File: src/rtl/pe_mac_seq_if.sv
// Beat-in / frame-out handshake bundle for the sequential readout PE.
// master = producer/consumer side, slave = the PE.
interface pe_mac_seq_if #(
  parameter int DW    = 16,
  parameter int N_OUT = 4
);
  logic [1:0]          cfg_mode;
  logic                in_valid;
  logic                in_ready;
  logic [DW-1:0]       in_data;
  logic [N_OUT*DW-1:0] in_wgt;
  logic                in_last;
  logic                out_valid;
  logic                out_ready;
  logic [N_OUT*DW-1:0] out_data;
  logic [N_OUT-1:0]    out_sat;
  logic                err_frame;

  modport master (
    output cfg_mode, in_valid, in_data, in_wgt, in_last, out_ready,
    input  in_ready, out_valid, out_data, out_sat, err_frame
  );

  modport slave (
    input  cfg_mode, in_valid, in_data, in_wgt, in_last, out_ready,
    output in_ready, out_valid, out_data, out_sat, err_frame
  );
endinterface

File: src/rtl/pe_mac_seq.sv
// Time-multiplexed ESN readout PE: one input neuron per beat, N_OUT MAC lanes,
// activation + saturation applied on the final beat of each N_IN-beat frame.
module pe_mac_lane #(
  parameter int DW    = 16,
  parameter int ACC_W = 36,
  parameter int FRAC  = 15
) (
  input  logic                 clk,
  input  logic                 rst_n,
  input  logic                 beat,
  input  logic                 first,
  input  logic [1:0]           mode,
  input  logic signed [DW-1:0] data,
  input  logic signed [DW-1:0] wgt,
  output logic [DW-1:0]        res,
  output logic                 sat
);
  localparam logic signed [ACC_W-1:0] MAXV = {{(ACC_W-DW+1){1'b0}}, {(DW-1){1'b1}}};
  localparam logic signed [ACC_W-1:0] MINV = {{(ACC_W-DW+1){1'b1}}, {(DW-1){1'b0}}};

  logic signed [ACC_W-1:0] acc, prod, sum, s, r;

  always_comb begin
    prod = ACC_W'(data) * ACC_W'(wgt);
    // The first beat overwrites the accumulator, so no clear cycle is needed.
    sum  = (first ? '0 : acc) + prod;
    s    = sum >>> FRAC;
    case (mode)
      2'b01:   r = s[ACC_W-1] ? '0 : s;
      2'b10:   r = s[ACC_W-1] ? (s >>> 3) : s;
      default: r = s;
    endcase
    res = r[DW-1:0];
    sat = 1'b0;
    if (r > MAXV) begin
      res = MAXV[DW-1:0];
      sat = 1'b1;
    end else if (r < MINV) begin
      res = MINV[DW-1:0];
      sat = 1'b1;
    end
  end

  always_ff @(posedge clk) begin
    if (!rst_n)    acc <= '0;
    else if (beat) acc <= sum;
  end
endmodule

module pe_mac_seq #(
  parameter int DW    = 16,
  parameter int N_IN  = 16,
  parameter int N_OUT = 4,
  parameter int FRAC  = 15
) (
  input logic          clk,
  input logic          rst_n,
  pe_mac_seq_if.slave  bus
);
  localparam int ACC_W = 2*DW + $clog2(N_IN);
  localparam int CW    = $clog2(N_IN);

  logic [CW-1:0]             cnt;
  logic [1:0]                mode_q;
  logic                      last_beat, beat, in_ready;
  logic                      out_valid_q, err_q;
  logic [N_OUT-1:0][DW-1:0]  res, out_data_q;
  logic [N_OUT-1:0]          sat, out_sat_q;

  assign last_beat = (cnt == CW'(N_IN-1));
  // Only the final beat can stall: it needs the output register free.
  assign in_ready  = !(last_beat && out_valid_q && !bus.out_ready);
  assign beat      = bus.in_valid && in_ready;

  for (genvar k = 0; k < N_OUT; k++) begin : g_lane
    pe_mac_lane #(.DW(DW), .ACC_W(ACC_W), .FRAC(FRAC)) u_lane (
      .clk   (clk),
      .rst_n (rst_n),
      .beat  (beat),
      .first (cnt == '0),
      .mode  (mode_q),
      .data  (bus.in_data),
      .wgt   (bus.in_wgt[k*DW +: DW]),
      .res   (res[k]),
      .sat   (sat[k])
    );
  end

  always_ff @(posedge clk) begin
    if (!rst_n) begin
      cnt         <= '0;
      mode_q      <= 2'b00;
      out_valid_q <= 1'b0;
      out_data_q  <= '0;
      out_sat_q   <= '0;
      err_q       <= 1'b0;
    end else begin
      err_q <= beat && (bus.in_last != last_beat);
      if (beat) begin
        cnt <= last_beat ? '0 : cnt + CW'(1);
        if (cnt == '0) mode_q <= bus.cfg_mode;
      end
      if (beat && last_beat) begin
        out_data_q  <= res;
        out_sat_q   <= sat;
        out_valid_q <= 1'b1;
      end else if (bus.out_ready) begin
        out_valid_q <= 1'b0;
      end
    end
  end

  assign bus.in_ready  = in_ready;
  assign bus.out_valid = out_valid_q;
  assign bus.out_data  = out_data_q;
  assign bus.out_sat   = out_sat_q;
  assign bus.err_frame = err_q;
endmodule
File: src/flat_wrapper.sv
// flat-port wrapper written by rule: the top's interface ports become plain ports
module pe_mac_seq_flat 
#(
  parameter int DW    = 16,
  parameter int N_IN  = 16,
  parameter int N_OUT = 4,
  parameter int FRAC  = 15
)
  (clk, rst_n, bus_cfg_mode, bus_in_valid, bus_in_data, bus_in_wgt, bus_in_last, bus_out_ready, bus_in_ready, bus_out_valid, bus_out_data, bus_out_sat, bus_err_frame);
  pe_mac_seq_if #(.DW(DW), .N_OUT(N_OUT)) bus_i ();
  input logic clk;
  input logic rst_n;
  input wire logic [$bits(bus_i.cfg_mode)-1:0] bus_cfg_mode;
  input wire logic [$bits(bus_i.in_valid)-1:0] bus_in_valid;
  input wire logic [$bits(bus_i.in_data)-1:0] bus_in_data;
  input wire logic [$bits(bus_i.in_wgt)-1:0] bus_in_wgt;
  input wire logic [$bits(bus_i.in_last)-1:0] bus_in_last;
  input wire logic [$bits(bus_i.out_ready)-1:0] bus_out_ready;
  output wire logic [$bits(bus_i.in_ready)-1:0] bus_in_ready;
  output wire logic [$bits(bus_i.out_valid)-1:0] bus_out_valid;
  output wire logic [$bits(bus_i.out_data)-1:0] bus_out_data;
  output wire logic [$bits(bus_i.out_sat)-1:0] bus_out_sat;
  output wire logic [$bits(bus_i.err_frame)-1:0] bus_err_frame;
  assign bus_i.cfg_mode = bus_cfg_mode;
  assign bus_i.in_valid = bus_in_valid;
  assign bus_i.in_data = bus_in_data;
  assign bus_i.in_wgt = bus_in_wgt;
  assign bus_i.in_last = bus_in_last;
  assign bus_i.out_ready = bus_out_ready;
  assign bus_in_ready = bus_i.in_ready;
  assign bus_out_valid = bus_i.out_valid;
  assign bus_out_data = bus_i.out_data;
  assign bus_out_sat = bus_i.out_sat;
  assign bus_err_frame = bus_i.err_frame;
  pe_mac_seq #(.DW(DW), .N_IN(N_IN), .N_OUT(N_OUT), .FRAC(FRAC)) u_core (.clk(clk), .rst_n(rst_n), .bus(bus_i));
endmodule
File: config.mk
export PLATFORM = sky130hd
export DESIGN_NAME = pe_mac_seq_flat
export DESIGN_NICKNAME = d
export VERILOG_FILES = /design/src/rtl/pe_mac_seq_if.sv /design/src/rtl/pe_mac_seq.sv /design/src/flat_wrapper.sv
export SDC_FILE = /design/constraint.sdc
export NUM_CORES = 2
export LEC_CHECK = 0
export ABC_AREA = 1
export CAP_MARGIN = 15
export CORE_MARGIN = 5
export CORE_UTILIZATION = 38
export CTS_CLUSTER_SIZE = 8
export DETAILED_ROUTE_END_ITERATION = 8
export GPL_TIMING_DRIVEN = 0
export PLACE_DENSITY_LB_ADDON = 0.25
export SLEW_MARGIN = 20
export SYNTH_ARGS = -nofsm -noshare
export SYNTH_HDL_FRONTEND = slang
export SYNTH_SLANG_ARGS = --single-unit
File: constraint.sdc
create_clock -name clk -period 10.8 [get_ports clk]
set_input_delay 1.08 -clock clk [delete_from_list [all_inputs] [get_ports clk]]
set_output_delay 1.08 -clock clk [all_outputs]
set_load 0.02 [all_outputs]
Word-level counts from Yosys, hierarchy flattened
Index checks and enable logic that the tools add are counted.
{"block": "totals", "regBits": 220, "latch_bits": 0, "ram_bits": 0, "rom_bits": 0, "in_bits": 87, "output_inout_bits": 71, "elab_cells": 79, "mem_count": 0}
{"block": "op_classes", "n_addsub": 5, "mul": 4, "n_div": 0, "order_cmp": 8, "eq_ne": 4, "shifts": 0, "muxes": 35, "bitwise_logic": 0, "n_reduce_logical": 10}
{"cell": "$mux W36", "n": 8}
{"cell": "$pmux W36 S2", "n": 4}
{"cell": "$add A36 B36 Y36", "n": 4}
{"cell": "$gt A36 B16 Y1 const B", "n": 4}
{"cell": "$lt A36 B16 Y1 const B", "n": 4}
{"cell": "$mul A16 B16 Y32", "n": 4}
{"cell": "$mux W16", "n": 8}
{"cell": "$mux W20", "n": 4}
{"cell": "$mux W1", "n": 10}
{"cell": "$logic_and A1 B1 Y1", "n": 5}
{"cell": "$add A4 B1 Y4 const B", "n": 1}
{"cell": "$eq A4 B4 Y1 const B", "n": 1}
{"cell": "$logic_not A4 Y1", "n": 1}
{"cell": "$mux W4", "n": 1}
{"cell": "$eq A2 B1 Y1 const B", "n": 1}
{"cell": "$eq A2 B2 Y1 const B", "n": 1}
{"cell": "$logic_not A1 Y1", "n": 2}
{"cell": "$reduce_and A2 Y1", "n": 1}
{"cell": "$reduce_bool A2 Y1", "n": 1}
{"cell": "$ne A1 B1 Y1", "n": 1}

Longest topological paths before layout
{"block": "logic_depth", "word_depth": 8, "mapped_depth": 51, "depth_no_buf": 48}

Hierarchy
Synthesis repeated with hierarchy kept, for this count alone.
{"block": "unflattened", "hier_cells": 8336, "hier_area_um2": 60030.1}
{"mod": "pe_mac_lane (u_core.g_lane[1].u_lane)", "instances": 1, "cells_per_inst": 2014, "area_per_inst_um2": 14390.1, "seq_area_each_um2": 720.7}
{"mod": "pe_mac_lane (u_core.g_lane[0].u_lane)", "instances": 1, "cells_per_inst": 2012, "area_per_inst_um2": 14388.8, "seq_area_each_um2": 720.7}
{"mod": "pe_mac_lane (u_core.g_lane[3].u_lane)", "instances": 1, "cells_per_inst": 2011, "area_per_inst_um2": 14387.5, "seq_area_each_um2": 720.7}
{"mod": "pe_mac_lane (u_core.g_lane[2].u_lane)", "instances": 1, "cells_per_inst": 1938, "area_per_inst_um2": 14106.0, "seq_area_each_um2": 720.7}
{"mod": "pe_mac_seq", "instances": 1, "cells_per_inst": 361, "area_per_inst_um2": 2757.6, "seq_area_each_um2": 1521.5}

Worst setup path after synthesis
Ideal clock, no wire load.
{"block": "synth_path", "kind": "input -> register", "start": "input port bus_in_data[7]", "end": "register u_core.out_data_q, in the netlist u_core.bus.out_data[4]", "setup_ps": 128, "arrival_ps": 8770, "required_ps": 10672, "setup_slack_ps": 1901, "stages": 51, "n_path_buf": 3, "cell_sequence": "clkbuf_1 clkbuf_1 nand2_1 fa_1 inv_1 fa_1 inv_1 fa_1 inv_1 fa_1 fa_1 inv_1 fa_1 inv_1 ha_1 nand2_1 nor2_1 nand3_1 [... 15 more ...] nand3_1 nor2_1 nand3_2 nand2_1 nand2_2 nand2_4 nand2_4 nand2_2 nand2_2 nand2_2 nand2_1 nor2_1 nand2_1 nand2_2 nand2_2 buf_6 nand2_1 a21oi_1"}
{"block": "synth_between", "elab_chain_cells": 7, "elab_cells_between_ends": 9, "classes_between": "1 x add/sub; 1 x mul; 2 x order compare; 5 x mux"}
{"element": "start: declaration", "line": "flat_wrapper.sv:15", "rtl": "input wire logic [$bits(bus_i.in_data)-1:0] bus_in_data;"}
{"element": "$mul A16 B16 Y32 *", "line": "pe_mac_seq.sv:24", "rtl": "prod = ACC_W'(data) * ACC_W'(wgt);"}
{"element": "$add A36 B36 Y36 *", "line": "pe_mac_seq.sv:26", "rtl": "sum = (first ? '0 : acc) + prod;"}
{"element": "$mux W36 or $mux W20 (tied branches)", "line": "pe_mac_seq.sv:30, pe_mac_seq.sv:29"}
{"element": "$pmux W36 S2 *", "line": "pe_mac_seq.sv:28", "rtl": "case (mode)"}
{"element": "$lt A36 B16 Y1", "line": "pe_mac_seq.sv:38", "rtl": "end else if (r < MINV) begin"}
{"element": "$mux W16", "line": "pe_mac_seq.sv:38"}
{"element": "$mux W16 *", "line": "pe_mac_seq.sv:35", "rtl": "if (r > MAXV) begin"}
{"element": "end signal: assignment", "line": "pe_mac_seq.sv:104", "rtl": "out_data_q <= res;"}
{"element": "end: declaration", "line": "pe_mac_seq.sv:67", "rtl": "logic [N_OUT-1:0][DW-1:0] res, out_data_q;"}
Mark *: on every way between the ends. The rest lies on a longest branch, timed or not.
A chain may end at the register's enable or synchronous reset.

Worst setup path after layout
{"block": "layout_path", "start": "input port bus_in_data[8]", "end": "register u_core.out_sat_q[1], in the netlist u_core.bus.out_sat[1]"}
{"block": "layout_between", "elab_chain_cells": 7, "elab_cells_between_ends": 9, "classes_between": "1 x add/sub; 1 x mul; 2 x order compare; 5 x mux"}
{"element": "$mul A16 B16 Y32 *", "line": "pe_mac_seq.sv:24"}
{"element": "$add A36 B36 Y36 *", "line": "pe_mac_seq.sv:26"}
{"element": "$mux W36 or $mux W20 (tied branches)", "line": "pe_mac_seq.sv:30, pe_mac_seq.sv:29"}
{"element": "$pmux W36 S2 *", "line": "pe_mac_seq.sv:28"}
{"element": "$lt A36 B16 Y1", "line": "pe_mac_seq.sv:38"}
{"element": "$mux W1", "line": "pe_mac_seq.sv:38"}
{"element": "$mux W1 *", "line": "pe_mac_seq.sv:35"}
{"element": "end signal: assignment", "line": "pe_mac_seq.sv:105", "rtl": "out_sat_q <= sat;"}
{"element": "end: declaration", "line": "pe_mac_seq.sv:68", "rtl": "logic [N_OUT-1:0] sat, out_sat_q;"}
Marked as above.

==> reports/metrics.csv <==
stage,metric,value,unit
run_status,status,"finished, final reports clean",
clocking,clock_path_buffers,3,
synthesis,synth.top_cell.area_share,0.350,
setup_path,critical_path.startpoint_type,primary input,
synthesis,synthXorXnorAreaFrac,0.0350,
setup_path,worstPathArrival,10.85,ns
cells_and_area,syn_to_final_growth,7.83,%
route,dr_total_vias,53081,
die,die_w,408,um
job,cap_violations,0,
clocking,clock_latency,0.56,ns
cells_and_area,final.fill_count,16705,
die,io_pins,158,
placed_design,dp_cells,10512,
setup_path,worstSetupEndpointType,register,
min_path,holdCritStartpoint,u_core.bus.out_data[35],
min_path,min_to,u_core.bus.out_data[35],
route,firstDrtPassIters,6,
sta,worst_slew_pin_slew,1.13,ns
clocking,cts_inserted_buffers,35,
global_route,grt_pass1_vias,52736,
setup_path,cp_max_fo,10,
global_route,grt_pass1_wl,333000,um
synthesis,synth-adder-area-share,0.449,
placed_design,portBuffers,81,
route,ant_nets,0,
cells_and_area,fin_nets,10087,
route,drcViolationCount,0,
route,via_per_inst,5.02,
die,placementRows,146,
setup_path,reg2reg_slack,4.61,ns
setup_path,rr_worst_depth,28,
setup_path,cpMaxStageDelayCell,clkdlybuf4s18_2,
setup_path,crit_required,11.26,ns
synthesis,ys_top_cells_by_area,"fa_1, inv_1, nand2_1",
setup_path,critPathKind,primary input to register,
clocking,cts.htree.levels,2,
synthesis,synthArstFlopShare,0,
sta,slew-limit-headroom,0.243,
sta,clock_skew,0.0279,ns
synthesis,synth_compound_area_frac,0.0915,
route,drt_wl_total,221000,um
sta,period_share,0.962,
placed_design,hpwl,187000,um
synthesis,synth_top_family_by_area,adder cells,
cells_and_area,final_cells,10570,
synthesis,ys_warn_count,0,
synthesis,synth_edf_count,0,
route,wl_per_cell,20.9,um
sta,min_period,10.39,ns
global_route,grt_overflow,0,
min_path,hold_class,register to register,
clocking,ctsRootBufferMaster,clkbuf_16,
cells_and_area,drive_gt1_frac,0.0377,
setup_path,rr_endpoint,u_core.bus.out_sat[3],
clocking,cts_sinks,220,
sta,report.final.slew_viol_count,0,
route,drtIter0Drc,4630,
die,die_y,408,um
synthesis,synth.yosys.seq_area_share,0.0733,
synthesis,syn_area_per_cell,7.19,um2
sta,hold_slack,0.455,ns
global_route,grt_util_all_layers,0.264,
synthesis,synth_area,0.0601,mm2
placed_design,place.gp.congestion,0.987,
global_route,antenna_found_initial,29,
synthesis,yosys.area.top_type,fa_1,
synthesis,synth_simple_gate_area_share,0.186,
setup_path,slowest_delay,0.57,ns
min_path,holdPathStages,2,
synthesis,synth_mux_area_frac,0,
placed_design,dp_slack,-0.943,ns
synthesis,yosysUniqueCellTypes,60,
sta,worst_slack,0.409,ns
sta,timing.fmax,0.0962,GHz
clocking,cts_tree,yes,
global_route,grt_max_degree,11,
die,die_area,0.166,mm2
sta,finalHoldViolCount,0,
die,core-area,0.158,mm2
synthesis,syn_nets,9970,
setup_path,crit_path_frequent_cell,inv_1,
die,initial_core_util,0.381,
clocking,clkTransAtPathRegs,0.05,ns
sta,setup_viol,0,
setup_path,reg2reg_from,u_core.cnt[0],
synthesis,yosys_register_bits,220,
synthesis,synth_ff_type,dfxtp_1,
synthesis,syn-instance-count,8359,
layout make-up:
type                       instances  area [um2]  area share
buffer                           333        1510      0.0232
tap                             2072        2590      0.0400
clock buffer                      40         926      0.0143
clock inverter                     6        72.6     0.00112
multi-input combinational       5513       45900       0.708
inverter                        2292        8600       0.133
antenna                           13        32.5    0.000502
sequential                       220        4400      0.0679
timing repair buffer              81         811      0.0125
Yosys cell counts (12+ instances only):
| cell type | instances |
|---|---|
| o21ai_1 | 17 |
| a31oi_1 | 38 |
| a21oi_1 | 414 |
| nand4_1 | 34 |
| nor3_1 | 28 |
| inv_1 | 2276 |
| xor2_1 | 136 |
| o21ai_0 | 317 |
| nor2_1 | 496 |
| inv_2 | 12 |
| ha_1 | 472 |
| a21oi_2 | 16 |
| o21bai_1 | 29 |
| fa_1 | 1052 |
| nor4_1 | 12 |
| buf_1 | 31 |
| a21boi_0 | 13 |
| nand2_1 | 1925 |
| nand3_1 | 167 |
| clkbuf_1 | 278 |
| nand2_2 | 29 |
| nor2_2 | 14 |
| xnor2_1 | 104 |
| o211ai_1 | 49 |
| buf_2 | 15 |
| a21o_1 | 20 |
| dfxtp_1 | 220 |
| or2_2 | 19 |
| nand3_2 | 13 |
worst max-delay path by stage:
stage	startpoint	depth (start not counted)	endpoint	slack, ns
global placement	bus_in_data[5]	41	u_core.bus.out_data[35]	-1.37
CTS	bus_in_data[6]	44	u_core.bus.out_data[35]	0.001
detailed placement	bus_in_data[8]	42	u_core.bus.out_data[35]	-0.94
finish	bus_in_data[8]	41	u_core.bus.out_sat[1]	0.41
global route	bus_in_data[15]	44	u_core.bus.out_sat[1]	-0.01
floorplan	bus_in_data[7]	51	u_core.bus.out_data[4]	1.90
placed cells by master (no fill, tap or decap), types with 13 or more instances in the layout:
cell             Yosys  routed
dfxtp_1            220     220
clkdlybuf4s50_1      0      81
diode_2              0      13
o211ai_1            49      49
a21oi_1            414     414
ha_1               472     472
o21ai_0            317     316
nor3_1              28      28
o21ai_1             17      17
fa_1              1052    1052
inv_1             2276    2276
nor2_2              14      15
nor2_1             496     495
nand3_1            167     167
nand2_2             29      29
clkbuf_1           278     198
buf_2               15      26
xor2_1             136     131
xnor2_1            104      99
clkbuf_16            0      36
nand3_2             13      13
nand4_1             34      34
nand2_1           1925    1925
a31oi_1             38      38
clkbuf_2             0      88
a21oi_2             16      16
or2_2               19      19
o21bai_1            29      29
a21o_1              20      20
kinds of logic after synthesis:
logic type,count (synthesis)
AND/OR/NAND/NOR,2769
flip-flops,220
XOR/XNOR,240
AO/OA/AOI/OAI,980
buffers and inverters,2626
adder cells (fa/ha/maj),1524
registers in the layout, indices dropped and copies added (netlist names):
name,count
u_core.bus.out_data,64
u_core.bus.err_frame,1
u_core.g_lane.u_lane.acc,144
u_core.bus.out_valid,1
u_core.mode_q,2
u_core.bus.out_sat,4
u_core.cnt,4
per-stage QoR:
stage / area (um2) / util / TNS, ns
6_report: 64800 / 0.411 / 0
5_1_grt: 64800 / 0.411 / -0.0244
4_1_cts: 64600 / 0.410 / 0
3_5_place_dp: 63600 / 0.403 / -47.52
3_3_place_gp: 63500 / 0.402 / -73.99
2_1_floorplan: 60100 / - / 0
critical path, delay by kind of cell:
family	cells	cell delay (ns)
AO/OA/AOI/OAI	7	1.60
adder cells (fa/ha/maj)	8	3.81
XOR/XNOR	2	0.99
AND/OR/NAND/NOR	14	1.99
buffers and inverters	10	1.35
what timing repair did:
action,in CTS,in global routing
pin swaps,0,2
hold buffers,0,0
gates resized for setup,19,184
setup buffers,0,0
endpoints found under the hold margin,0,0
setup endpoints to repair,49,67
per-layer routing:
| metal | vias up | GRT usage | share of wire |
|---|---|---|---|
| li1 | 24795 | - | - |
| met1 | 26008 | 0.360 | 0.43 |
| met2 | 1878 | 0.414 | 0.44 |
| met3 | 386 | 0.0467 | 0.078 |
| met4 | 14 | 0.108 | 0.054 |
| met5 | - | 0 | 0.00042 |
Power is not shown: default switching activity piles up to over one toggle a cycle in this logic, so the estimate is an artifact.
